$ cat config.mk
export PLATFORM = sky130hd
export DESIGN_NAME = pipe_reg_chain
export DESIGN_NICKNAME = d
export VERILOG_FILES = /design/src/rtl/pipe_reg_chain_pkg.sv /design/src/rtl/pipe_reg_slice.sv /design/src/rtl/pipe_reg_chain.sv
export SDC_FILE = /design/constraint.sdc
export NUM_CORES = 1
export LEC_CHECK = 0
export BUFFER_PORTS_ARGS = -buffer_cell sky130_fd_sc_hd__buf_2
export CORE_MARGIN = 2
export CORE_UTILIZATION = 40
export DETAILED_ROUTE_END_ITERATION = 8
export PLACE_DENSITY_LB_ADDON = 0.3
export REMOVE_ABC_BUFFERS = 1
export SLEW_MARGIN = 10
export SYNTH_ARGS = -nofsm -noshare
export SYNTH_HDL_FRONTEND = slang
export SYNTH_SLANG_ARGS = --single-unit
$ cat constraint.sdc
create_clock -name clk -period 2.3 [get_ports clk]
set_clock_uncertainty 0.15 [all_clocks]
set_input_delay 0.23 -clock clk [delete_from_list [all_inputs] [get_ports clk]]
set_output_delay 0.23 -clock clk [all_outputs]
set_load 0.03 [all_outputs]
$ cat src/rtl/pipe_reg_chain_pkg.sv
// Shared defaults for pipeline stage registers so every stage agrees on width and reset value.
// No logic; imported by the chain top.
// No handshake of its own.
package pipe_reg_chain_pkg;

    localparam int          DEF_WIDTH     = 32;
    localparam logic [31:0] DEF_RESET_VAL = 32'd0;

endpackage

$ cat src/rtl/pipe_reg_slice.sv
// One valid/data pipeline stage with load enable, sync reset and flush.
// Latency: 1 cycle from load to valid/data.
// Backpressure: holds state whenever load is low; the parent decides load.
module pipe_reg_slice #(
    parameter int               WIDTH     = 32,
    parameter logic [WIDTH-1:0] RESET_VAL = '0
)(
    input  logic             clk,
    input  logic             reset,
    input  logic             flush,
    input  logic             load,
    input  logic             in_valid,
    input  logic [WIDTH-1:0] in_data,
    output logic             valid,
    output logic [WIDTH-1:0] data
);

    always_ff @(posedge clk) begin
        if (reset) begin
            valid <= 1'b0;
            data  <= RESET_VAL;
        end else begin
            if (flush)
                valid <= 1'b0;
            else if (load)
                valid <= in_valid;
            // Bubbles and squashed entries never touch data, keeping out_data stable while invalid.
            if (load && in_valid && !flush)
                data <= in_data;
        end
    end

endmodule

$ cat src/rtl/pipe_reg_chain.sv
// DEPTH-stage handshaked register chain with bubble collapse, flush and registered occupancy.
// Latency: DEPTH cycles with out_ready held high; 1 entry/cycle throughput.
// Backpressure: ready ripples combinationally back from out_ready; empty stages keep filling.
module pipe_reg_chain
    import pipe_reg_chain_pkg::*;
#(
    parameter int               WIDTH     = DEF_WIDTH,
    parameter int               DEPTH     = 1,
    parameter logic [WIDTH-1:0] RESET_VAL = WIDTH'(DEF_RESET_VAL),
    localparam int              CNT_W     = $clog2(DEPTH + 1)
)(
    input  logic             clk,
    input  logic             reset,
    input  logic             flush,
    input  logic             in_valid,
    output logic             in_ready,
    input  logic [WIDTH-1:0] in_data,
    output logic             out_valid,
    input  logic             out_ready,
    output logic [WIDTH-1:0] out_data,
    output logic [CNT_W-1:0] occupancy
);

    logic [DEPTH:0]   rdy;
    logic [DEPTH-1:0] v;
    logic [WIDTH-1:0] d [DEPTH];
    logic             in_xfer;
    logic             out_xfer;

    // A stage may load if it is empty or the stage ahead of it is loading too.
    always_comb begin
        rdy        = '0;
        rdy[DEPTH] = out_ready;
        for (int k = DEPTH - 1; k >= 0; k--)
            rdy[k] = ~v[k] | rdy[k+1];
    end

    for (genvar i = 0; i < DEPTH; i++) begin : g_stage
        logic             src_valid;
        logic [WIDTH-1:0] src_data;

        if (i == 0) begin : g_head
            assign src_valid = in_valid;
            assign src_data  = in_data;
        end else begin : g_body
            assign src_valid = v[i-1];
            assign src_data  = d[i-1];
        end

        pipe_reg_slice #(
            .WIDTH     (WIDTH),
            .RESET_VAL (RESET_VAL)
        ) u_slice (
            .clk      (clk),
            .reset    (reset),
            .flush    (flush),
            .load     (rdy[i]),
            .in_valid (src_valid),
            .in_data  (src_data),
            .valid    (v[i]),
            .data     (d[i])
        );
    end

    assign in_ready  = rdy[0];
    assign out_valid = v[DEPTH-1];
    assign out_data  = d[DEPTH-1];
    assign in_xfer   = in_valid & rdy[0];
    assign out_xfer  = v[DEPTH-1] & out_ready;

    always_ff @(posedge clk) begin
        if (reset || flush)
            occupancy <= '0;
        else
            occupancy <= occupancy + CNT_W'(in_xfer) - CNT_W'(out_xfer);
    end

endmodule

==> flow_metrics.env <==
export IMPL_n_antenna_cell=0
export IMPL_drt_initial_drc_count=131
export IMPL_core_rowCount=20
export IMPL_initial_core_util=0.424
export IMPL_netSwitchingFraction=0.258
export IMPL_rsz0062_at_grt="false"
export IMPL_cts_root_buf="clkbuf_4"
export IMPL_drcViolationCount=0
export IMPL_synth_area_top_cells="dfxtp_1, a21oi_1, nand3_1"
export IMPL_end_kind="output pin"
export IMPL_grt_max_degree=34
export IMPL_cts_tree="done"
export IMPL_yosys_top_cells_count="dfxtp_1, a21oi_1, nand3_1, o21ai_0, o21ai_1"
export IMPL_syn_inst=158
export IMPL_p_int_uw=974
export IMPL_core_region_area_um2=3100
export IMPL_clk_pin_slew_ns=0.09
export IMPL_slew_headroom=0.594
export IMPL_fin_cells=300
export IMPL_area_growth_pct=58.3
export IMPL_hold_path_class="in2reg"
export IMPL_drt_first_pass_iters=4
export IMPL_finalSetupViolations=0
export IMPL_p_leak_nw=0.928
export IMPL_wirelength_um=3920
export IMPL_regToRegEndpoint="g_stage[0].u_slice.data[27]"
export IMPL_vdd_drop_max_mv=0.526
export IMPL_vias=1475
export IMPL_synthArstFlopShare=0
export IMPL_critPathLaunchType="flip-flop"
export IMPL_r2r_start="g_stage[0].u_slice.valid"
export IMPL_drive_above_1_share=0.336
export IMPL_synth_warnings=0
export IMPL_ys_types=18
export IMPL_syn_area_um2=1320
export IMPL_fin_tns_setup_ns=0
export IMPL_crit_path_start="g_stage[0].u_slice.valid"
export IMPL_synth_edf_count=0
export IMPL_grt_pass1_wl_um=5630
export IMPL_path_class="reg2out"
export IMPL_p_switching_uw=339
export IMPL_antenna_found_initial=0
export IMPL_viasPerCell=4.92
export IMPL_r2r_slack_ns=0.84
export IMPL_pwr_share_comb=0.183
export IMPL_outcome="finished, final reports clean"
export IMPL_port_buffers=71
export IMPL_seqPwrFrac=0.478
export IMPL_fillerInstances=301
export IMPL_synth_largest_area_cell="dfxtp_1"
export IMPL_drt_wirelength_per_cell_um=13.1
export IMPL_place_hpwl_um=2150
export IMPL_cp_max_fo=21
export IMPL_min_period_over_period=0.758
export IMPL_endpoint="in_ready"
export IMPL_ys_seq_area_frac=0.517
export IMPL_yosysTopAreaCellShare=0.517
export IMPL_final_hold_viol_count=0
export IMPL_yosysMostFrequentCell="dfxtp_1"
export IMPL_dieArea_um2=3770
export IMPL_clock_path_buffers=2
export IMPL_clock_sinks=34
export IMPL_avgSynthCellArea_um2=8.33
export IMPL_track_usage=0.204
export IMPL_max_freq_mhz=573
export IMPL_num_nets_final=293
export IMPL_drv_cap=0
export IMPL_powerDensity_nw_per_um2=630
export IMPL_grt_pass1_vias=1314
export IMPL_ys_flop_type="dfxtp_1"
export IMPL_postCtsSetupBuffers=0
export IMPL_ff2ff_path_depth=5
export IMPL_ys_ff_latch=34
export IMPL_die_h_um=61.4
export IMPL_postCtsHoldBufs=30
export IMPL_dp_cells=261
export IMPL_die_x_um=61.4
export IMPL_io_pins=72
export IMPL_cts_buffers=5
export IMPL_period_needed_ns=1.74
export IMPL_grt_overflow_total=0
export IMPL_report_final_slew_viol_count=0
export IMPL_place_gp_congestion=0.786
export IMPL_ant_nets=0
export IMPL_required_ns=1.92
export IMPL_insertion_delay_ns=0.32
export IMPL_htree_levels=2
export IMPL_cp_arrival_ns=1.36
export IMPL_p_clk_frac=0.338
export IMPL_worstMarginPinSlew_ns=0.608
export IMPL_cts_resized=0
-- power groups by stage --
stage               Sequential, mW  Clock [mW]  Combinational, mW
finish                       0.628       0.444              0.241
global route                 0.631       0.473              0.260
CTS                          0.628       0.454              0.236
detailed placement           0.641           0              0.196
global placement             0.641           0              0.196
floorplan                    0.696           0             0.0547
-- per-stage QoR --
stage | util | cell area [um^2] | power [mW] | setup slack [ns] | hold WS (ns)
global route | 0.671 | 2080 | 1.36 | 0.468 | 0.0289
finish | 0.671 | 2080 | 1.31 | 0.556 | 0.0168
detailed placement | 0.542 | 1680 | 0.838 | 0.830 | 0.313
floorplan | - | 1230 | 0.751 | 0.480 | 0.149
global placement | 0.542 | 1680 | 0.837 | 0.859 | 0.310
CTS | 0.665 | 2060 | 1.32 | 0.538 | 0.000649
-- how the worst min path moves through the flow --
stage | startpoint | end | slack (ns) | cells after the start
floorplan | reset | g_stage[0].u_slice.data[0] | 0.15 | 1
CTS | in_data[21] | g_stage[0].u_slice.data[21] | 0.0006 | 3
global route | in_valid | g_stage[0].u_slice.valid | 0.03 | 2
detailed placement | g_stage[0].u_slice.data[23] | g_stage[0].u_slice.data[23] | 0.31 | 2
global placement | g_stage[0].u_slice.data[3] | g_stage[0].u_slice.data[3] | 0.31 | 2
finish | in_valid | g_stage[0].u_slice.valid | 0.02 | 2
-- logic make-up (layout without fill, tap and decap cells) --
family | after synthesis | after routing | share of synthesized area
buffers and inverters | 18 | 116 | 0.0675
DFF | 34 | 34 | 0.517
and+or+nand+nor | 39 | 39 | 0.157
AOI/OAI and AO/OA | 67 | 67 | 0.259
-- cell type report --
type                       count  area, um^2  share of cell area
clock buffer                   6        51.3              0.0246
clock inverter                 1        30.0              0.0144
inverter                       1        3.75             0.00180
multi-input combinational    106         549               0.264
sequential                    34         681               0.327
tap                           44        55.1              0.0264
timing repair buffer         108         713               0.342
-- state kept, by name, summed over array words and instances, names as in the netlist --
name / cells
g_stage.u_slice.data: 32
g_stage.u_slice.valid: 1
occupancy: 1
-- layer usage --
metal / vias up / part of all wire / track usage
li1: 755 / - / -
met1: 637 / 0.41 / 0.226
met2: 73 / 0.50 / 0.360
met3: 10 / 0.059 / 0.0483
met4: 0 / 0.031 / 0.109
met5: - / 0 / 0
-- worst max-delay path, cell delays in order (launching register included) --
cell and delay [ns]:
dfxtp_1 0.34, and2b_4 0.17, inv_2 0.26, buf_2 0.27
-- cells in the final DEF (no fill, tap or decap), types with 2 or more instances in the layout --
cell and instances:
a21oi_1 33, buf_2 71, buf_4 5, clkbuf_4 5, dfxtp_1 34, dlygate4sd3_1 32
nand2b_1 2, nand3_1 32, o21a_1 2, o21ai_0 25, o21ai_1 7
Note: power is estimated with default switching activity, not from simulation.
